### src/rtl/mem_port_arbiter_pkg.sv
// Shared definitions for the unified instruction/data SRAM port arbiter.
// Contents:
//   resp_owner_e : which requester owns the read data returning this cycle
//   CSN_IDLE     : SRAM chip-select level when no access is issued
//   WEN_READ     : SRAM write-enable level for a read (or idle)
//   STREAK_W     : width of the consecutive contested-D-grant counter
package mem_port_arbiter_pkg;

  typedef enum logic [1:0] {
    OWN_NONE = 2'd0,
    OWN_I    = 2'd1,
    OWN_D    = 2'd2
  } resp_owner_e;

  localparam logic CSN_IDLE = 1'b1;
  localparam logic WEN_READ = 1'b1;
  localparam int   STREAK_W = 4;

endpackage

### src/rtl/mem_port_arbiter_arb_fairness_ctr.sv
// Fetch-starvation guard for the SRAM port arbiter.
// Counts consecutive data grants won while fetch was also requesting, and
// raises force_i_o once MAX_D_STREAK of them have happened in a row.
// Ports:
//   clk_i             clock, rising edge
//   rst_i             asynchronous active-high reset
//   i_req_i           fetch request
//   i_gnt_i           fetch granted this cycle
//   d_contested_gnt_i data granted this cycle while fetch was also requesting
//   force_i_o         fetch must win the next contested cycle
module arb_fairness_ctr
  import mem_port_arbiter_pkg::*;
#(
  parameter int MAX_D_STREAK = 4
) (
  input  logic clk_i,
  input  logic rst_i,
  input  logic i_req_i,
  input  logic i_gnt_i,
  input  logic d_contested_gnt_i,
  output logic force_i_o
);

  localparam logic [STREAK_W-1:0] MAX_STREAK = STREAK_W'(MAX_D_STREAK);

  logic [STREAK_W-1:0] streak_q;
  logic [STREAK_W-1:0] streak_d;

  // The streak only matters while fetch is actually waiting, so any cycle
  // without a fetch request restarts it, as does fetch finally winning.
  always_comb begin
    streak_d = streak_q;
    if (!i_req_i || i_gnt_i) begin
      streak_d = '0;
    end else if (d_contested_gnt_i && (streak_q < MAX_STREAK)) begin
      streak_d = streak_q + 1'b1;
    end
  end

  always_ff @(posedge clk_i or posedge rst_i) begin
    if (rst_i) begin
      streak_q <= '0;
    end else begin
      streak_q <= streak_d;
    end
  end

  assign force_i_o = (streak_q >= MAX_STREAK);

endmodule

### src/rtl/mem_port_arbiter.sv
// Shares one synchronous single-port SRAM between the core's instruction
// fetch (I) and data access (D) requesters for a unified-memory build.
// Grants are combinational, one per cycle; read data returns from the SRAM
// one cycle later and is steered to whichever requester was granted.
// Ports:
//   CLK, RST                       clock and asynchronous active-high reset
//   I_REQ/I_ADDR -> I_GNT          fetch request / grant
//   I_RVALID/I_RDATA               fetch read response
//   D_REQ/D_WE/D_BE/D_ADDR/D_WDATA data request (read or byte-masked write)
//   D_GNT                          data grant
//   D_RVALID/D_RDATA               data read response
//   M_CSN/M_WEN/M_BE/M_ADDR/M_DI   SRAM strobes, word address, write data
//   M_DOUT                         SRAM read data (one cycle after access)
module mem_port_arbiter
  import mem_port_arbiter_pkg::*;
#(
  parameter int AWIDTH       = 12,
  parameter int MAX_D_STREAK = 4
) (
  input  logic              CLK,
  input  logic              RST,
  input  logic              I_REQ,
  input  logic [31:0]       I_ADDR,
  output logic              I_GNT,
  output logic              I_RVALID,
  output logic [31:0]       I_RDATA,
  input  logic              D_REQ,
  input  logic              D_WE,
  input  logic [3:0]        D_BE,
  input  logic [31:0]       D_ADDR,
  input  logic [31:0]       D_WDATA,
  output logic              D_GNT,
  output logic              D_RVALID,
  output logic [31:0]       D_RDATA,
  output logic              M_CSN,
  output logic              M_WEN,
  output logic [3:0]        M_BE,
  output logic [AWIDTH-1:0] M_ADDR,
  output logic [31:0]       M_DI,
  input  logic [31:0]       M_DOUT
);

  logic        force_i;
  logic        i_gnt;
  logic        d_gnt;
  resp_owner_e owner_q;
  resp_owner_e owner_d;
  logic [31:0] i_rdata_q;
  logic [31:0] d_rdata_q;

  // Only the word-address bits reach the SRAM; the rest are don't-care.
  logic unused_addr_bits;
  assign unused_addr_bits = ^{I_ADDR[31:AWIDTH+2], I_ADDR[1:0],
                              D_ADDR[31:AWIDTH+2], D_ADDR[1:0]};

  // D normally wins a contested cycle; the fairness counter hands the port
  // to I after MAX_D_STREAK contested D wins in a row.
  always_comb begin
    i_gnt = 1'b0;
    d_gnt = 1'b0;
    if (D_REQ && !(I_REQ && force_i)) begin
      d_gnt = 1'b1;
    end else if (I_REQ) begin
      i_gnt = 1'b1;
    end
  end

  assign I_GNT = i_gnt;
  assign D_GNT = d_gnt;

  arb_fairness_ctr #(
    .MAX_D_STREAK (MAX_D_STREAK)
  ) u_fairness (
    .clk_i             (CLK),
    .rst_i             (RST),
    .i_req_i           (I_REQ),
    .i_gnt_i           (i_gnt),
    .d_contested_gnt_i (d_gnt && I_REQ),
    .force_i_o         (force_i)
  );

  // SRAM strobe mux; everything is driven to a fixed idle pattern when no
  // one is granted so the array sees no spurious toggling.
  always_comb begin
    M_CSN  = CSN_IDLE;
    M_WEN  = WEN_READ;
    M_BE   = 4'b0000;
    M_ADDR = '0;
    M_DI   = 32'h0;
    if (i_gnt) begin
      M_CSN  = ~CSN_IDLE;
      M_ADDR = I_ADDR[AWIDTH+1:2];
    end else if (d_gnt) begin
      M_CSN  = ~CSN_IDLE;
      M_WEN  = ~D_WE;
      M_BE   = D_WE ? D_BE : 4'b0000;
      M_ADDR = D_ADDR[AWIDTH+1:2];
      M_DI   = D_WDATA;
    end
  end

  // Writes return nothing, so only reads claim the response slot.
  always_comb begin
    owner_d = OWN_NONE;
    if (i_gnt) begin
      owner_d = OWN_I;
    end else if (d_gnt && !D_WE) begin
      owner_d = OWN_D;
    end
  end

  always_ff @(posedge CLK or posedge RST) begin
    if (RST) begin
      owner_q <= OWN_NONE;
    end else begin
      owner_q <= owner_d;
    end
  end

  assign I_RVALID = (owner_q == OWN_I);
  assign D_RVALID = (owner_q == OWN_D);

  // The owner sees M_DOUT directly; the other side keeps showing the last
  // word it was handed, captured at the end of its response cycle.
  always_ff @(posedge CLK or posedge RST) begin
    if (RST) begin
      i_rdata_q <= 32'h0;
      d_rdata_q <= 32'h0;
    end else begin
      if (owner_q == OWN_I) begin
        i_rdata_q <= M_DOUT;
      end
      if (owner_q == OWN_D) begin
        d_rdata_q <= M_DOUT;
      end
    end
  end

  assign I_RDATA = I_RVALID ? M_DOUT : i_rdata_q;
  assign D_RDATA = D_RVALID ? M_DOUT : d_rdata_q;

endmodule

### config.mk
export PLATFORM = sky130hd
export DESIGN_NAME = mem_port_arbiter
export DESIGN_NICKNAME = d
export VERILOG_FILES = /design/src/rtl/mem_port_arbiter_pkg.sv /design/src/rtl/mem_port_arbiter_arb_fairness_ctr.sv /design/src/rtl/mem_port_arbiter.sv
export SDC_FILE = /design/constraint.sdc
export NUM_CORES = 1
export LEC_CHECK = 0
export BUFFER_PORTS_ARGS = -buffer_cell sky130_fd_sc_hd__buf_2
export CORE_MARGIN = 3
export CORE_UTILIZATION = 39
export CTS_BUF_LIST = sky130_fd_sc_hd__clkbuf_16
export DETAILED_ROUTE_END_ITERATION = 10
export GPL_TIMING_DRIVEN = 1
export PLACE_DENSITY = 0.82
export RECOVER_POWER = 25
export SKIP_LAST_GASP = 1
export SYNTH_ARGS = -nofsm -noshare
export SYNTH_HDL_FRONTEND = slang
export SYNTH_SLANG_ARGS = --single-unit
### constraint.sdc
create_clock -name CLK -period 2.6 [get_ports CLK]
set_input_delay 0.26 -clock CLK [delete_from_list [all_inputs] [get_ports CLK]]
set_output_delay 0.26 -clock CLK [all_outputs]
set_load 0.03 [all_outputs]
# Yosys cells after proc, flatten, opt, wreduce, memory -nomap -nowiden
# Cells that the tools add are included.
# op_classes
addsub	1
magnitude_cmp	2
n_eq_ne	2
n_mux	20
n_bitwise	1
reduce_logical	10
# ops
cell	n
$mux 32	4
$mux 12	2
$mux 4	5
$mux 1	7
$logic_and 1x1->1	5
$add 4x1->4 const B	1
$ge 4x3->1 const B	1
$lt 4x3->1 const B	1
$mux 2	2
$logic_not 1->1	3
$eq 2x1->1 const B	1
$eq 2x2->1 const B	1
$reduce_bool 2->1	1
$logic_or 1x1->1	1
$not 1->1	1
# totals
regBits	70
input_bits	137
out_inout_bits	118
word_cells	40

# Depth between registers and ports, before layout
# depth
ltp_word	9
ltp_mapped	5
depth_no_buf	2

# Modules after synthesis
# From an unflattened synthesis, not the netlist that was laid out.
# unflattened
hier_cells	226
area_unflattened_um2	3141.8
# modules_own_cells
mod	instances	cells_per_inst	area_each_um2	seq_area_each_um2
mem_port_arbiter	1	206	2931.6	1651.6
arb_fairness_ctr	1	20	210.2	100.1

# Least setup slack after synthesis
# Ideal clock, no wire load.
# synth_path
path_type	reg-to-output
startpoint	register u_fairness.streak_q[2]
endpoint	output port M_BE[0]
t_arrival_ns	1.479
path_slack_ns	0.861
stages_incl_launch_ff	4
path_buffers	1
cell_sequence	dfrtp_1 > o21a_1 > buf_2 > nor3b_1
# synth_via
elab_chain_len	7
word_cells_on_any_way	8
classes_between	order compare (1); mux (4); reduce/logical (3)
# synth_rtl
element	line	text
start: declaration	mem_port_arbiter_arb_fairness_ctr.sv:26	logic [STREAK_W-1:0] streak_q;
start signal: assignment	mem_port_arbiter_arb_fairness_ctr.sv:44	streak_q <= streak_d;
$ge 4x3->1 (*)	mem_port_arbiter_arb_fairness_ctr.sv:48	assign force_i_o = (streak_q >= MAX_STREAK);
$logic_and 1x1->1 (*)	mem_port_arbiter.sv:61	if (D_REQ && !(I_REQ && force_i)) begin
$logic_not 1->1 (*)	mem_port_arbiter.sv:61	
$logic_and 1x1->1 (*)	mem_port_arbiter.sv:61	
$mux 1	mem_port_arbiter.sv:61	
$mux 4	mem_port_arbiter.sv:93	end else if (d_gnt) begin
$mux 4 (*)	mem_port_arbiter.sv:90	if (i_gnt) begin
end: declaration	mem_port_arbiter.sv:37	output logic [3:0] M_BE,
# Mark *: on every way between the ends. The rest lies on a longest branch, timed or not.

# Final worst setup path
# layout_path
startpoint	register u_fairness.streak_q[2]
endpoint	output port M_ADDR[3]
# layout_via
elab_chain_len	7
word_cells_on_any_way	8
classes_between	order compare (1); mux (4); reduce/logical (3)
# layout_rtl
element	line	text
$ge 4x3->1 (*)	mem_port_arbiter_arb_fairness_ctr.sv:48	
$logic_and 1x1->1 (*)	mem_port_arbiter.sv:61	
$logic_not 1->1 (*)	mem_port_arbiter.sv:61	
$logic_and 1x1->1 (*)	mem_port_arbiter.sv:61	
$mux 1	mem_port_arbiter.sv:61	
$mux 12	mem_port_arbiter.sv:93	
$mux 12 (*)	mem_port_arbiter.sv:90	
end: declaration	mem_port_arbiter.sv:38	output logic [AWIDTH-1:0] M_ADDR,
# Marks and branches as above.

==> flow_metrics.tcl <==
set metrics [dict create \
    postCtsHoldBufs 0 \
    fin_skew_ns 0.00331 \
    maxCapViolCount 0 \
    worstMarginPinSlew_ns 1.15 \
    syn_area_mm2 0.00336 \
    dr.pass1.iters 4 \
    drv_slew 0 \
    via_per_inst 4.81 \
    vias 2724 \
    cts_sinks 70 \
    syn_inst 246 \
    detail_route.wl_per_cell_um 17.2 \
    cts_root_buf "clkbuf_16" \
    drcViolationCount 0 \
    die_y_um 98.8 \
    clkTransAtPathRegs_ns 0.05 \
    synth_area_per_cell_um2 13.7 \
    grt_pass1_vias 2858 \
    synthToLayoutAreaGrowth_pct 43.6 \
    overflow 0 \
    finalCriticalPeriod_ns 2.10 \
    syn_nets 384 \
    grt_max_degree 46 \
    cts-resized-gates 0 \
    setup_violations 0 \
    ios 255 \
    ys_ff_latch 70 \
    routed_wl_um 9750 \
    p_leak_nw 2.75 \
    final_common_cell "buf_2" \
    rsz0062_at_grt "no" \
    cts_tree "yes" \
    die_w_um 98.8 \
    cp.required_ns 2.34 \
    routabilityCongestion 0.895 \
    cts_buffers 9 \
    clock_latency_ns 0.32 \
    dieArea_mm2 0.00977 \
    stdcell_count 566 \
    slew_headroom_pct 23.0 \
    final_cell_mix "buf_2, dfrtp_1, mux2_4" \
    grt_pass1_wl_um 15100 \
    placed_cells 549 \
    hold_path_class "input port to flop" \
    htree_levels 3 \
    post_cts_buffers 0 \
    grt_antenna_before_repair 2 \
    drive_above_1_share_pct 65.7 \
    core_mm2 0.00830 \
    drt_iter0_drc 102 \
    total_power_mw 4.05 \
    startpoint_type "flop" \
    crit_type "flop to output pin" \
    nNetsFinal 593 \
    fin_tns_setup_ns 0 \
    ys_types 24 \
    p_per_area_mw_per_mm2 839 \
    cp-end-kind "output pin" \
    yosysTopAreaCell "dfrtp_1" \
    ant_nets 0 \
    dp_hpwl_um 7580 \
    start_util_pct 40.5 \
    yosysWarningCount 0 \
    clockBufferDepth 2 \
    synth.top_cell.area_share_pct 52.1 \
    io_buffers 214 \
    status "finished clean" \
    hold_violations 0 \
    fmax_mhz 477 \
    fp-row-count 33 \
    grt_usage_pct 19.8 \
    peakVddDrop_v 0.000417 \
    period_share_pct 80.6 \
    netlist_top_cells_area "dfrtp_1, mux2_4, and3_1" \
    arrival_ns 1.84 \
    crit_fanout 13 \
    ys_seq_area_share_pct 52.1 \
]
-- kinds of logic after synthesis --
logic type,Yosys count,synth area share [%]
flip-flops,70,52.1
multiplexers,64,27.9
AND/OR/NAND/NOR,73,12.2
buffers and inverters,23,4.61
adder cells (fa/ha/maj),1,0.372
AO/OA/AOI/OAI,14,2.72
other,1,0.112
-- per-layer routing --
| metal | vias to the layer above | global-route usage, % | share of wire, % |
|---|---|---|---|
| li1 | 1275 | - | - |
| met1 | 1307 | 24.4 | 40 |
| met2 | 129 | 33.9 | 51 |
| met3 | 11 | 5.73 | 8.1 |
| met4 | 2 | 5.36 | 1.1 |
| met5 | - | 0 | 0.13 |
-- critical path, stage by stage (launching register included) --
cell     delay, ns
dfrtp_1       0.42
nor3b_2       0.64
o22ai_1       0.23
buf_2         0.22
-- stage by stage --
step | utilization, % | setup WS (ns) | cell area, um^2 | hold WS, ns
6_report | 58.2 | 0.505 | 4830 | 0.131
2_1_floorplan | - | 0.572 | 3360 | 0.330
5_1_grt | 58.2 | 0.367 | 4830 | 0.139
3_3_place_gp | 54.2 | 0.847 | 4500 | 0.383
4_1_cts | 58.3 | 0.490 | 4840 | 0.0579
3_5_place_dp | 54.2 | 0.848 | 4500 | 0.406
-- cell usage after synthesis (all sizes together) --
master and count:
and2 3, and3 32, and4bb 1, buf 14, clkbuf 7, conb 1, dfrtp 70, ha 1
inv 2, mux2 64, nand2 25, nand2b 1, nand3 1, nor2 1, nor2b 3, nor3b 6
o21a 1, o21ai 1, o22ai 12
-- final cells by class --
type / count / area [um^2]
Clock buffer: 9 / 225
Antenna cell: 1 / 2.50
Tap cell: 105 / 131
Multi-Input combinational cell: 153 / 1470
Sequential cell: 70 / 1750
Clock inverter: 7 / 114
Inverter: 2 / 7.51
Fill cell: 686 / 3470
Timing Repair Buffer: 219 / 1130
-- power by group --
part           internal (mW)  switching (mW)
Clock                  0.931           0.441
Sequential              1.28          0.0578
Combinational          0.510           0.828
-- final timing paths --
| kind | depth (start not counted) | end | from | slack (ns) |
|---|---|---|---|---|
| worst min-delay path | 2 | owner_q[1] | D_WE | 0.13 |
| worst max-delay path | 3 | M_ADDR[3] | u_fairness.streak_q[2] | 0.50 |
| min in group asynchronous | 2 | i_rdata_q[22] | RST | 0.24 |
| max in group asynchronous | 3 | i_rdata_q[13] | RST | 0.79 |
| worst max register to register | 3 | d_rdata_q[0] | owner_q[1] | 1.20 |
| worst min register to register | 1 | u_fairness.streak_q[0] | u_fairness.streak_q[0] | 0.45 |
-- state kept, by name, indices dropped and copies added (netlist names) --
signal               cells
d_rdata_q               32
u_fairness.streak_q      4
i_rdata_q               32
owner_q                  2
Power figures use the tool's default switching activity.
